**src/rtl/frv_mem_bus_arbiter.sv**
```systemverilog
// Two-port (fetch I / LSU D) arbiter onto one request/grant memory bus.
// Define FRV_ARB_ROUND_ROBIN_EN for round-robin contention; otherwise fixed priority.
module frv_mem_bus_arbiter #(
  parameter bit FRV_ARB_D_PRIORITY = 1'b1
) (
  input  logic        g_clk,
  input  logic        g_resetn,
  input  logic        i_req,
  input  logic        i_wen,
  input  logic [3:0]  i_strb,
  input  logic [31:0] i_addr,
  input  logic [31:0] i_wdata,
  output logic        i_gnt,
  output logic        i_error,
  output logic [31:0] i_rdata,
  input  logic        d_req,
  input  logic        d_wen,
  input  logic [3:0]  d_strb,
  input  logic [31:0] d_addr,
  input  logic [31:0] d_wdata,
  output logic        d_gnt,
  output logic        d_error,
  output logic [31:0] d_rdata,
  output logic        m_req,
  output logic        m_wen,
  output logic [3:0]  m_strb,
  output logic [31:0] m_addr,
  output logic [31:0] m_wdata,
  input  logic        m_gnt,
  input  logic        m_error,
  input  logic [31:0] m_rdata
);
  typedef enum logic {OWN_I = 1'b0, OWN_D = 1'b1} owner_e;

  logic   locked_q, locked_d;
  owner_e lock_owner_q, lock_owner_d;
  logic   rsp_pending_q, rsp_pending_d;
  owner_e rsp_owner_q, rsp_owner_d;
  owner_e sel;
  logic   lock_req;
`ifdef FRV_ARB_ROUND_ROBIN_EN
  owner_e last_owner_q, last_owner_d;
`endif

  // A locked owner that dropped its req falls through to fresh arbitration.
  always_comb begin
    lock_req = (lock_owner_q == OWN_D) ? d_req : i_req;
    sel      = OWN_I;
    if (locked_q && lock_req) begin
      sel = lock_owner_q;
    end else if (i_req && d_req) begin
`ifdef FRV_ARB_ROUND_ROBIN_EN
      sel = (last_owner_q == OWN_I) ? OWN_D : OWN_I;
`else
      sel = FRV_ARB_D_PRIORITY ? OWN_D : OWN_I;
`endif
    end else if (d_req) begin
      sel = OWN_D;
    end
  end

  always_comb begin
    m_req   = g_resetn & ((sel == OWN_D) ? d_req : i_req);
    m_wen   = (sel == OWN_D) ? d_wen   : i_wen;
    m_strb  = (sel == OWN_D) ? d_strb  : i_strb;
    m_addr  = (sel == OWN_D) ? d_addr  : i_addr;
    m_wdata = (sel == OWN_D) ? d_wdata : i_wdata;
    i_gnt   = g_resetn & m_gnt & (sel == OWN_I);
    d_gnt   = g_resetn & m_gnt & (sel == OWN_D);
  end

  always_comb begin
    locked_d      = 1'b0;
    lock_owner_d  = lock_owner_q;
    rsp_pending_d = m_gnt;
    rsp_owner_d   = rsp_owner_q;
    if (!m_gnt && m_req) begin
      locked_d     = 1'b1;
      lock_owner_d = sel;
    end
    if (m_gnt) rsp_owner_d = sel;
  end

`ifdef FRV_ARB_ROUND_ROBIN_EN
  always_comb begin
    last_owner_d = last_owner_q;
    if (m_gnt) last_owner_d = sel;
  end
`endif

  always_ff @(posedge g_clk or negedge g_resetn) begin
    if (!g_resetn) begin
      locked_q      <= 1'b0;
      lock_owner_q  <= OWN_I;
      rsp_pending_q <= 1'b0;
      rsp_owner_q   <= OWN_I;
`ifdef FRV_ARB_ROUND_ROBIN_EN
      last_owner_q  <= OWN_I;
`endif
    end else begin
      locked_q      <= locked_d;
      lock_owner_q  <= lock_owner_d;
      rsp_pending_q <= rsp_pending_d;
      rsp_owner_q   <= rsp_owner_d;
`ifdef FRV_ARB_ROUND_ROBIN_EN
      last_owner_q  <= last_owner_d;
`endif
    end
  end

  // Response returns the cycle after grant, only to the port that was granted.
  always_comb begin
    i_rdata = '0;
    i_error = 1'b0;
    d_rdata = '0;
    d_error = 1'b0;
    if (g_resetn && rsp_pending_q) begin
      if (rsp_owner_q == OWN_I) begin
        i_rdata = m_rdata;
        i_error = m_error;
      end else begin
        d_rdata = m_rdata;
        d_error = m_error;
      end
    end
  end
endmodule

```
**config.mk**
```make
export PLATFORM = sky130hd
export DESIGN_NAME = frv_mem_bus_arbiter
export DESIGN_NICKNAME = d
export VERILOG_FILES = /design/src/rtl/frv_mem_bus_arbiter.sv
export SDC_FILE = /design/constraint.sdc
export NUM_CORES = 1
export LEC_CHECK = 0
export ABC_AREA = 1
export CAP_MARGIN = 25
export CORE_AREA = 2 2 124 126
export CTS_CLUSTER_SIZE = 28
export DETAILED_ROUTE_END_ITERATION = 16
export DIE_AREA = 0 0 126 128
export SLEW_MARGIN = 0
export SYNTH_ARGS = -nofsm -noshare
export SYNTH_HDL_FRONTEND = slang
export SYNTH_SLANG_ARGS = --single-unit
```
**constraint.sdc**
```tcl
create_clock -name g_clk -period 2.6 [get_ports g_clk]
set_clock_uncertainty 0.05 [all_clocks]
set_input_delay 0.78 -clock g_clk [delete_from_list [all_inputs] [get_ports g_clk]]
set_output_delay 0.78 -clock g_clk [all_outputs]
set_load 0.02 [all_outputs]
```
==> flow_metrics.env <==
export IMPL_status="completed"
export IMPL_placed_cells=858
export IMPL_yosys_most_used_dff="dfrtp_1"
export IMPL_path_delay_family="buffers and inverters"
export IMPL_initial_core_util_pct=10.6
export IMPL_dieArea_mm2=0.0161
export IMPL_grt_pass1_vias=3069
export IMPL_yosysMostFrequentCell="nand2_1"
export IMPL_hold_end="lock_owner_q"
export IMPL_drv_cap=0
export IMPL_coreArea_mm2=0.0149
export IMPL_tightest_slew_ns=0.265
export IMPL_end_kind="primary output"
export IMPL_clock_latency_ns=0.23
export IMPL_via_per_inst=3.71
export IMPL_clk_pin_slew_ns=0.03
export IMPL_hp_start="lock_owner_q"
export IMPL_fmax_mhz=388
export IMPL_final_cells=878
export IMPL_ys_seq_elements=4
export IMPL_cts_sinks=4
export IMPL_die_h_um=128
export IMPL_cts_tree="yes"
export IMPL_final_antenna_net_count=0
export IMPL_final_core_util_pct=35.8
export IMPL_num_io_pins=314
export IMPL_grt_pass1_wl_um=16000
export IMPL_clkPwrFrac_pct=18.1
export IMPL_netlist_area_mm2=0.00158
export IMPL_crit_chain="buf_8 > nand3_4 > nand2_8 > buf_12 > clkinv_16 > clkbuf_16 > nand2_1 > nand2_1 > buf_2"
export IMPL_drt_met1_wl_um=4360
export IMPL_drtPass1Iterations=4
export IMPL_gr_total_overflow=0
export IMPL_cts_max_path_buffers=2
export IMPL_dp_hpwl_um=8430
export IMPL_yosysTopAreaCell="nand2_1"
export IMPL_slew_viol_final=0
export IMPL_slew_headroom_pct=82.3
export IMPL_synth_top_cells_by_count="nand2_1 (211), nor2_1 (67), inv_1 (38)"
export IMPL_wl_per_cell_um=12.9
export IMPL_synthArstFlopShare_pct=100
export IMPL_cts_htree_levels=1
export IMPL_finalSetupViolations=0
export IMPL_critPathMaxStageDelay_ns=0.18
export IMPL_synth_fa_ha_area_share_pct=0
export IMPL_synthXorXnorAreaFrac_pct=0
export IMPL_layout_drive_gt1_share_pct=31.6
export IMPL_routabilityCongestion=0.783
export IMPL_hold_class="reg -> reg"
export IMPL_vias=3256
export IMPL_path_buf_inv=5
export IMPL_yosysSeqAreaShare_pct=6.34
export IMPL_wl_met2_um=6040
export IMPL_synth_top_family_by_area="simple AND/OR/NAND/NOR gates"
export IMPL_timing_final_crit_period_ns=2.58
export IMPL_rows=45
export IMPL_syn_nets=526
export IMPL_grt_total_usage_pct=12.3
export IMPL_grt_max_degree=25
export IMPL_combinationalPowerShare_pct=76.3
export IMPL_numCtsBuffers=3
export IMPL_p_sw_mw=0.522
export IMPL_cp_common_cell="nand2_1"
export IMPL_area_growth_pct=237
export IMPL_p_leak_nw=2.86
export IMPL_cp_required_ns=1.77
export IMPL_synth_avg_cell_area_um2=4.51
export IMPL_antenna_found_initial=0
export IMPL_topRoutingLayerUsed="met4"
export IMPL_drt_initial_drc_count=75
export IMPL_cp_start_kind="input pin"
export IMPL_crit_arrival_ns=1.75
export IMPL_finalNetCount=868
export IMPL_reg2reg_from="lock_owner_q"
export IMPL_synth_top_area_share_pct=50.2
export IMPL_hold_viol=0
export IMPL_synth_edff_count=0
export IMPL_sequentialPowerShare_pct=5.6
export IMPL_port_buffers=313
export IMPL_peakVddDrop_uv=165
export IMPL_holdWs_ns=0.465
export IMPL_power_density_mw_per_mm2=252
export IMPL_holdPathStages=2
export IMPL_die_x_um=126
export IMPL_internal_power_mw=0.817
export IMPL_setup_tns_ns=0
export IMPL_r2r_end="lock_owner_q"
export IMPL_rsz0062_at_grt="yes"
export IMPL_synthSimpleGateAreaFrac_pct=70.5
export IMPL_yosysWarningCount=0
export IMPL_critPathMaxFanout=8
export IMPL_wl_um=11300
export IMPL_root_buffer="clkbuf_16"
export IMPL_fin_crit_sh_pct=99.2
export IMPL_ctsHoldBuffers=0
export IMPL_r2r_slack_ns=1.36
export IMPL_sw_frac_of_total_pct=39.0
export IMPL_synth_area_mux_share_pct=0
export IMPL_dr_wl_met3_um=810
export IMPL_drc=0
export IMPL_synthDistinctLibCells=15
export IMPL_crit_type="in -> out"
export IMPL_synthCells=350
export IMPL_critPathSlowestCell="clkbuf_16"
export IMPL_insertedDiodeCount=0
export IMPL_rr_worst_depth=6
export IMPL_synthTopCellsByArea="nand2_1 (50%), nor2_1 (16%), buf_6 (9.3%)"
export IMPL_synth_compound_area_share_pct=1.11
worst max-delay path by stage:
stage	cells after the start	from	to	slack, ns
after floorplan	5	i_req	i_gnt	0.32
after global placement	7	i_req	m_wdata[28]	-0.77
after detailed placement	7	i_req	m_wdata[3]	-0.78
after CTS	9	i_req	m_addr[20]	0.00008
after global routing	9	i_req	m_addr[13]	-0.02
final	9	i_req	m_addr[13]	0.02
metrics by stage:
step	worst slack [ns]	total power [mW]	area (um2)
2_1_floorplan	0.318	0.447	1580
3_3_place_gp	-0.768	1.03	5030
3_5_place_dp	-0.780	1.03	5030
4_1_cts	0.0000761	1.23	4960
5_1_grt	-0.0247	1.43	5320
6_report	0.0205	1.34	5320
power groups by stage:
stage / registers [mW] / clock network (mW) / logic, mW
floorplan: 0.0729 / 0 / 0.375
CTS: 0.0758 / 0.246 / 0.910
finish: 0.0752 / 0.243 / 1.02
global placement: 0.0738 / 0 / 0.956
detailed placement: 0.0740 / 0 / 0.954
global route: 0.0765 / 0.253 / 1.10
tightest hold or removal path, stage by stage, from the launching register on:
cell,delay (ns)
dfrtp_1,0.34
nand2_1,0.05
o21ai_0,0.07
placed cells by master, fill, tap and decap left out, types with 3 or more instances in the layout:
master / instances
nand2_2: 46
clkbuf_2: 35
nand2_4: 6
buf_16: 3
buf_12: 9
clkdlybuf4s50_1: 172
clkdlybuf4s15_2: 3
clkbuf_16: 7
nor2_1: 66
inv_1: 38
dfrtp_1: 4
buf_6: 38
nand2_1: 160
dlygate4sd2_1: 13
buf_2: 34
clkdlybuf4s15_1: 15
buf_4: 26
sequential cells by signal, summed over array words and instances, names as in the netlist:
name / flops
rsp_owner_q: 1
lock_owner_q: 1
rsp_pending_q: 1
locked_q: 1
kinds of logic after synthesis:
logic type / count (synthesis)
compound gates: 3
buf+inv: 59
flops: 4
simple gates: 284
per-layer routing:
layer	vias up	track usage, %
met2	175	23.7
li1	1690	-
met5	-	0
met3	9	2.46
met4	0	1.94
met1	1382	14.2
layout make-up:
class	instances	area, um2
clock buffer	3	75.1
sequential	4	100
tap	188	235
fill	1617	9550
inverter	39	173
multi-input combinational	289	1320
timing repair inverter	1	11.3
timing repair buffer	354	3400
what timing repair did:
action,in CTS,in global routing
setup endpoints to repair,138,119
gates cloned,6,6
setup buffers,3,2
gates resized for setup,424,184
pin swaps,4,18
(Power assumes the default switching activity.)
